**src/rtl/hazard_unit_if.sv**
```systemverilog
// rtl/hazard_unit_if.sv - decode-side hazard descriptors in, stall and forward selects out
interface hazard_unit_if #(
    parameter int CNT_W = 16
);
    logic [4:0]       D_Rs;
    logic [4:0]       D_Rt;
    logic             D_isRead_Rs;
    logic             D_isRead_Rt;
    logic [1:0]       D_Tuse_Rs;
    logic [1:0]       D_Tuse_Rt;
    logic             D_isWrite;
    logic [4:0]       D_WriteDes;
    logic [1:0]       D_Tnew;

    logic             stall;
    logic [1:0]       Fwd_D_Rs;
    logic [1:0]       Fwd_D_Rt;
    logic [1:0]       Fwd_E_Rs;
    logic [1:0]       Fwd_E_Rt;
    logic             Fwd_M_Rt;
    logic [CNT_W-1:0] stall_cnt;

    modport master (
        output D_Rs, D_Rt, D_isRead_Rs, D_isRead_Rt, D_Tuse_Rs, D_Tuse_Rt,
               D_isWrite, D_WriteDes, D_Tnew,
        input  stall, Fwd_D_Rs, Fwd_D_Rt, Fwd_E_Rs, Fwd_E_Rt, Fwd_M_Rt, stall_cnt
    );

    modport slave (
        input  D_Rs, D_Rt, D_isRead_Rs, D_isRead_Rt, D_Tuse_Rs, D_Tuse_Rt,
               D_isWrite, D_WriteDes, D_Tnew,
        output stall, Fwd_D_Rs, Fwd_D_Rt, Fwd_E_Rs, Fwd_E_Rt, Fwd_M_Rt, stall_cnt
    );
endinterface

```
**src/rtl/hazard_unit.sv**
```systemverilog
// rtl/hazard_unit.sv - Tuse/Tnew stall and forwarding control for a five-stage pipeline
module hazard_unit #(
    parameter int CNT_W = 16
) (
    input  logic         clk,
    input  logic         reset,
    hazard_unit_if.slave hz
);

    typedef struct packed {
        logic       is_write;
        logic [4:0] des;
        logic [1:0] tnew;
    } wr_t;

    // Shadow writer records; only the reader fields that feed a forward select are kept.
    wr_t              e_wr_q, e_wr_d;
    wr_t              m_wr_q, m_wr_d;
    wr_t              w_wr_q, w_wr_d;
    logic [4:0]       e_rs_q, e_rs_d;
    logic [4:0]       e_rt_q, e_rt_d;
    logic [4:0]       m_rt_q, m_rt_d;
    logic [CNT_W-1:0] cnt_q, cnt_d;

    logic stall_rs;
    logic stall_rt;
    logic stall;

    function automatic wr_t age(input wr_t r);
        wr_t a;
        a = r;
        if (r.tnew != 2'd0) begin
            a.tnew = r.tnew - 2'd1;
        end
        return a;
    endfunction

    function automatic logic busy(input wr_t r, input logic [4:0] reg_a, input logic [1:0] tuse);
        return r.is_write && (r.des == reg_a) && (r.tnew > tuse);
    endfunction

    function automatic logic ready(input wr_t r, input logic [4:0] reg_a);
        return r.is_write && (r.des == reg_a) && (reg_a != 5'd0) && (r.tnew == 2'd0);
    endfunction

    // W always has Tnew 0, so only E and M can hold a value that is not yet produced.
    always_comb begin
        stall_rs = hz.D_isRead_Rs && (hz.D_Rs != 5'd0) &&
                   (busy(e_wr_q, hz.D_Rs, hz.D_Tuse_Rs) || busy(m_wr_q, hz.D_Rs, hz.D_Tuse_Rs));
        stall_rt = hz.D_isRead_Rt && (hz.D_Rt != 5'd0) &&
                   (busy(e_wr_q, hz.D_Rt, hz.D_Tuse_Rt) || busy(m_wr_q, hz.D_Rt, hz.D_Tuse_Rt));
        stall    = stall_rs || stall_rt;
    end

    always_comb begin
        hz.Fwd_D_Rs = 2'b00;
        if (ready(e_wr_q, hz.D_Rs))      hz.Fwd_D_Rs = 2'b01;
        else if (ready(m_wr_q, hz.D_Rs)) hz.Fwd_D_Rs = 2'b10;
        else if (ready(w_wr_q, hz.D_Rs)) hz.Fwd_D_Rs = 2'b11;

        hz.Fwd_D_Rt = 2'b00;
        if (ready(e_wr_q, hz.D_Rt))      hz.Fwd_D_Rt = 2'b01;
        else if (ready(m_wr_q, hz.D_Rt)) hz.Fwd_D_Rt = 2'b10;
        else if (ready(w_wr_q, hz.D_Rt)) hz.Fwd_D_Rt = 2'b11;

        hz.Fwd_E_Rs = 2'b00;
        if (ready(m_wr_q, e_rs_q))       hz.Fwd_E_Rs = 2'b01;
        else if (ready(w_wr_q, e_rs_q))  hz.Fwd_E_Rs = 2'b10;

        hz.Fwd_E_Rt = 2'b00;
        if (ready(m_wr_q, e_rt_q))       hz.Fwd_E_Rt = 2'b01;
        else if (ready(w_wr_q, e_rt_q))  hz.Fwd_E_Rt = 2'b10;

        hz.Fwd_M_Rt = ready(w_wr_q, m_rt_q);
    end

    always_comb begin
        if (stall) begin
            e_wr_d = '0;
            e_rs_d = 5'd0;
            e_rt_d = 5'd0;
        end else begin
            e_wr_d.is_write = hz.D_isWrite;
            e_wr_d.des      = hz.D_WriteDes;
            e_wr_d.tnew     = hz.D_Tnew;
            e_rs_d          = hz.D_Rs;
            e_rt_d          = hz.D_Rt;
        end
        m_wr_d = age(e_wr_q);
        m_rt_d = e_rt_q;
        w_wr_d = age(m_wr_q);
        cnt_d  = cnt_q;
        if (stall && (cnt_q != {CNT_W{1'b1}})) begin
            cnt_d = cnt_q + 1'b1;
        end
    end

    always_ff @(posedge clk or posedge reset) begin
        if (reset) begin
            e_wr_q <= '0;
            m_wr_q <= '0;
            w_wr_q <= '0;
            e_rs_q <= 5'd0;
            e_rt_q <= 5'd0;
            m_rt_q <= 5'd0;
            cnt_q  <= '0;
        end else begin
            e_wr_q <= e_wr_d;
            m_wr_q <= m_wr_d;
            w_wr_q <= w_wr_d;
            e_rs_q <= e_rs_d;
            e_rt_q <= e_rt_d;
            m_rt_q <= m_rt_d;
            cnt_q  <= cnt_d;
        end
    end

    assign hz.stall     = stall;
    assign hz.stall_cnt = cnt_q;

endmodule

```
**src/flat_wrapper.sv**
```systemverilog
// flat-port wrapper written by rule: the top's interface ports become plain ports
module hazard_unit_flat 
#(
    parameter int CNT_W = 16
)
  (clk, reset, hz_D_Rs, hz_D_Rt, hz_D_isRead_Rs, hz_D_isRead_Rt, hz_D_Tuse_Rs, hz_D_Tuse_Rt, hz_D_isWrite, hz_D_WriteDes, hz_D_Tnew, hz_stall, hz_Fwd_D_Rs, hz_Fwd_D_Rt, hz_Fwd_E_Rs, hz_Fwd_E_Rt, hz_Fwd_M_Rt, hz_stall_cnt);
  hazard_unit_if #(.CNT_W(CNT_W)) hz_i ();
  input  logic clk;
  input  logic reset;
  input wire logic [$bits(hz_i.D_Rs)-1:0] hz_D_Rs;
  input wire logic [$bits(hz_i.D_Rt)-1:0] hz_D_Rt;
  input wire logic [$bits(hz_i.D_isRead_Rs)-1:0] hz_D_isRead_Rs;
  input wire logic [$bits(hz_i.D_isRead_Rt)-1:0] hz_D_isRead_Rt;
  input wire logic [$bits(hz_i.D_Tuse_Rs)-1:0] hz_D_Tuse_Rs;
  input wire logic [$bits(hz_i.D_Tuse_Rt)-1:0] hz_D_Tuse_Rt;
  input wire logic [$bits(hz_i.D_isWrite)-1:0] hz_D_isWrite;
  input wire logic [$bits(hz_i.D_WriteDes)-1:0] hz_D_WriteDes;
  input wire logic [$bits(hz_i.D_Tnew)-1:0] hz_D_Tnew;
  output wire logic [$bits(hz_i.stall)-1:0] hz_stall;
  output wire logic [$bits(hz_i.Fwd_D_Rs)-1:0] hz_Fwd_D_Rs;
  output wire logic [$bits(hz_i.Fwd_D_Rt)-1:0] hz_Fwd_D_Rt;
  output wire logic [$bits(hz_i.Fwd_E_Rs)-1:0] hz_Fwd_E_Rs;
  output wire logic [$bits(hz_i.Fwd_E_Rt)-1:0] hz_Fwd_E_Rt;
  output wire logic [$bits(hz_i.Fwd_M_Rt)-1:0] hz_Fwd_M_Rt;
  output wire logic [$bits(hz_i.stall_cnt)-1:0] hz_stall_cnt;
  assign hz_i.D_Rs = hz_D_Rs;
  assign hz_i.D_Rt = hz_D_Rt;
  assign hz_i.D_isRead_Rs = hz_D_isRead_Rs;
  assign hz_i.D_isRead_Rt = hz_D_isRead_Rt;
  assign hz_i.D_Tuse_Rs = hz_D_Tuse_Rs;
  assign hz_i.D_Tuse_Rt = hz_D_Tuse_Rt;
  assign hz_i.D_isWrite = hz_D_isWrite;
  assign hz_i.D_WriteDes = hz_D_WriteDes;
  assign hz_i.D_Tnew = hz_D_Tnew;
  assign hz_stall = hz_i.stall;
  assign hz_Fwd_D_Rs = hz_i.Fwd_D_Rs;
  assign hz_Fwd_D_Rt = hz_i.Fwd_D_Rt;
  assign hz_Fwd_E_Rs = hz_i.Fwd_E_Rs;
  assign hz_Fwd_E_Rt = hz_i.Fwd_E_Rt;
  assign hz_Fwd_M_Rt = hz_i.Fwd_M_Rt;
  assign hz_stall_cnt = hz_i.stall_cnt;
  hazard_unit #(.CNT_W(CNT_W)) u_core (.clk(clk), .reset(reset), .hz(hz_i));
endmodule
```
**config.mk**
```make
export PLATFORM = sky130hd
export DESIGN_NAME = hazard_unit_flat
export DESIGN_NICKNAME = d
export VERILOG_FILES = /design/src/rtl/hazard_unit_if.sv /design/src/rtl/hazard_unit.sv /design/src/flat_wrapper.sv
export SDC_FILE = /design/constraint.sdc
export NUM_CORES = 1
export LEC_CHECK = 0
export CAP_MARGIN = 20
export CORE_ASPECT_RATIO = 0.5
export CORE_MARGIN = 3
export CORE_UTILIZATION = 30
export CTS_CLUSTER_DIAMETER = 30
export DETAILED_ROUTE_END_ITERATION = 8
export MAX_ROUTING_LAYER = met4
export PLACE_DENSITY_LB_ADDON = 0.05
export SLEW_MARGIN = 20
export SYNTH_ARGS = -nofsm -noshare
export SYNTH_HDL_FRONTEND = slang
export SYNTH_SLANG_ARGS = --single-unit
export TNS_END_PERCENT = 5
```
**constraint.sdc**
```tcl
create_clock -name clk -period 2.2 [get_ports clk]
set_input_delay 0.33 -clock clk [delete_from_list [all_inputs] [get_ports clk]]
set_output_delay 0.33 -clock clk [all_outputs]
set_load 0.02 [all_outputs]
```
==> results.ini <==
[timing]
rsz0062_at_grt = true
fin_crit_ps = 2260
hold_viol_final = 0
skew_ps = 6.74
maxSlewViolCount = 0
fmax_mhz = 443
fin_crit_sh_pct = 103
whs_ps = 409
finalSetupViolCount = 4
setup_ws_ps = -59.9
tightest_slew_ps = 297
slew_headroom_pct = 80.0

[synthesis]
syn-num-nets = 312
avgSynthCellArea_um2 = 10.6
synth.distinct_cells = 34
synth-seq-cells = 55
synth_adder_area_share_pct = 3.85
postSynthCellCount = 277
yosys_warnings = 0
synth_top_cell_by_area = dfrtp_1
yosys.area_share.xor_xnor_pct = 20.7
yosysSeqAreaShare_pct = 47.1
synth_mux_area_share_pct = 0.385
synth-compound-area-share_pct = 3.30
yosys.area_share.simple_pct = 21.7
syn-cell-area_um2 = 2920
synth_top_area_share_pct = 47.1
synth_top_family_by_area = simple AND/OR/NAND/NOR gates
yosys-top-cells-area = dfrtp_1, xor2_1, xnor2_1

[routing]
top_layer = met4
vias = 2278
drt_iter0_markers = 68
drc = 0
wirelength_met1_um = 3440
dr_wl_met2_um = 3670
wirelength_um = 7350
viasPerCell = 4.42
wl_per_cell_um = 14.3
postRouteAntennaNets = 0
routed-wl-met3_um = 183
first_pass_iters = 4

[floorplanning]
initial_core_util_pct = 32.2
die_y_um = 75.8
dieArea_um2 = 11000
fp.coreArea_um2 = 9070
chipWidth_um = 146
rows = 24
io_pins = 52

[clocking]
path_clk_slew_ps = 70
ctsHtreeMaxLevel = 2
max-clock-path-buffers = 2
cts_sinks = 55
cts_tree = done
cts_root_buf = clkbuf_16
worstSkewPairLatency_ps = 290
numCtsBuffers = 5

[placed_design]
io_buffers = 51
place_area_um2 = 3980
routabilityCongestion = 0.806
dp_hpwl_um = 5670
place_inst = 504

[layout]
final_cell_count_no_fill = 515
regArea_um2 = 1380
fin_area_um2 = 4230
finalNetCount = 419
fillers = 886
area_growth_pct = 44.8
diodes = 0
multiInputGateArea_um2 = 1590
drive_above_1_share_pct = 26.0

[global_route]
grt_overflow_total = 0
track_usage_pct = 14.7
grt_pass1_wl_um = 12400
grt_pass1_vias = 2474
antenna_found_initial = 0
grt_max_degree = 56

[power]
seqPwrFrac_pct = 47.7
combPwrFrac_pct = 19.7
power.internal_w = 0.00173
peakVddDrop_v = 0.000356
power_switching_w = 0.000611
leakagePower_nw = 1.92
clock_power_share_pct = 32.6
swShare_pct = 26.0
power.density_nw_per_um2 = 554

[status]
violations = setup timing
status = finished, violations left

[worst_setup_path]
worst_setup_path_end_kind = output pin
worstPathRequired_ps = 1870
worst_setup_path_start_kind = input pin
r2r_setup_slack_ps = -30
crit_fanout = 5
crit_arrival_ps = 1930
timing_worst_setup_path_type = in2out

[hold_path]
hold_path_class = in2async

[job]
drv_cap = 0

-- through the flow --
| stage | setup slack, ps | total power, W | utilization (%) | TNS, ps |
|---|---|---|---|---|
| CTS | -117 | 0.00238 | 46.5 | -456 |
| finish | -59.9 | 0.00235 | 46.7 | -158 |
| detailed placement | -782 | 0.00159 | 43.9 | -19060 |
| global placement | -799 | 0.00158 | 43.9 | -16270 |
| global route | -155 | 0.00249 | 46.7 | -1180 |
| floorplan | -26.5 | 0.00135 | - | -26.5 |
-- kinds of logic (layout without fill, tap and decap cells) --
family          count (synthesis)  after routing
simple gates                  110            110
xor+xnor                       69             69
fa+ha+maj                       9              9
compound gates                 14             14
mux                             1              1
buf+inv                        19            127
flops                          55             55
-- layout make-up --
class                      count  share of cell area, %
sequential                    55                   32.5
clock inverter                 1                  0.118
multi-input combinational    203                   37.5
tap                          130                   3.84
clock buffer                   7                   3.13
timing repair buffer         109                   22.0
inverter                      10                  0.887
-- flip-flops by register name, indices dropped and copies added (netlist names) --
name	cells
u_core.e_rs_q	5
u_core.e_rt_q	5
u_core.e_wr_q	8
u_core.hz.stall_cnt	16
u_core.m_rt_q	5
u_core.m_wr_q	8
u_core.w_wr_q	8
-- metal layers --
layer  vias to the layer above  track usage (%)
met3                         7             3.33
li1                       1158                -
met2                        24             25.8
met4                         0             3.15
met5                         -                -
met1                      1089             17.8
-- synthesized netlist by cell type, drive strengths merged --
cell type and n:
nand4 12, or2 1, a31oi 1, nor3b 2, nor2b 3, xor2 41, buf 3, a32oi 1
a31o 1, mux2 1, nor4 12, a2111oi 1, nand3 8, and4 1, and2 21, a21oi 7
and3b 3, nor3 6, nor2 15, xnor2 28, o2111a 1, inv 10, nand2 13, and3 8
dfrtp 55, a41oi 1, o21bai 1, ha 9, nor4b 1, clkbuf 6, or3 1, or4 3
-- final timing paths --
kind / from / end / cells past startpoint
min in group clk: u_core.e_wr_q[7]$_DFF_PP0_ / u_core.m_wr_q[7]$_DFF_PP0_ / 0
worst max register to register: u_core.e_wr_q[6]$_DFF_PP0_ / u_core.hz.stall_cnt[1]$_DFFE_PP0P_ / 8
worst min-delay path: reset / u_core.e_wr_q[7]$_DFF_PP0_ / 3
worst max-delay path: hz_D_Rs[2] / hz_Fwd_D_Rs[1] / 8
worst min register to register: u_core.e_wr_q[7]$_DFF_PP0_ / u_core.m_wr_q[7]$_DFF_PP0_ / 0
max in group asynchronous: reset / u_core.m_rt_q[3]$_DFF_PP0_ / 3
-- worst max-delay path: stages --
cell	delay [ps]
dlygate4sd2_1	240
or4_1	520
nor2_1	100
buf_4	170
and3b_1	210
a41oi_2	150
nor2_1	50
buf_4	160
-- cell usage in the layout, fill, tap and decap left out, drive strengths merged, types with 2 or more instances in the layout --
cell type      netlist  routed
buf                  3      66
dfrtp               55      55
xor2                41      41
clkdlybuf4s50        0      30
xnor2               28      28
and2                21      21
nor2                15      15
nand2               13      13
nand4               12      12
dlygate4sd2          0      12
nor4                12      12
inv                 10      10
ha                   9       9
nand3                8       8
and3                 8       8
clkbuf               6       8
a21oi                7       7
nor3                 6       6
or4                  3       3
and3b                3       3
nor2b                3       3
nor3b                2       2
-- power by group through the flow --
stage | clock [W] | combinational [W] | sequential (W)
floorplan | 0 | 0.000200 | 0.00115
global placement | 0 | 0.000440 | 0.00114
detailed placement | 0 | 0.000446 | 0.00114
CTS | 0.000796 | 0.000465 | 0.00112
global route | 0.000848 | 0.000511 | 0.00113
finish | 0.000764 | 0.000461 | 0.00112
-- what timing repair did --
item | CTS | global route
cloned | 0 | 0
pin swaps | 11 | 10
hold endpoints to repair | 0 | 0
resized for setup | 73 | 9
hold buffers | 0 | 0
setup endpoints to repair | 40 | 30
buffers inserted | 3 | 1
(Power assumes the default switching activity.)
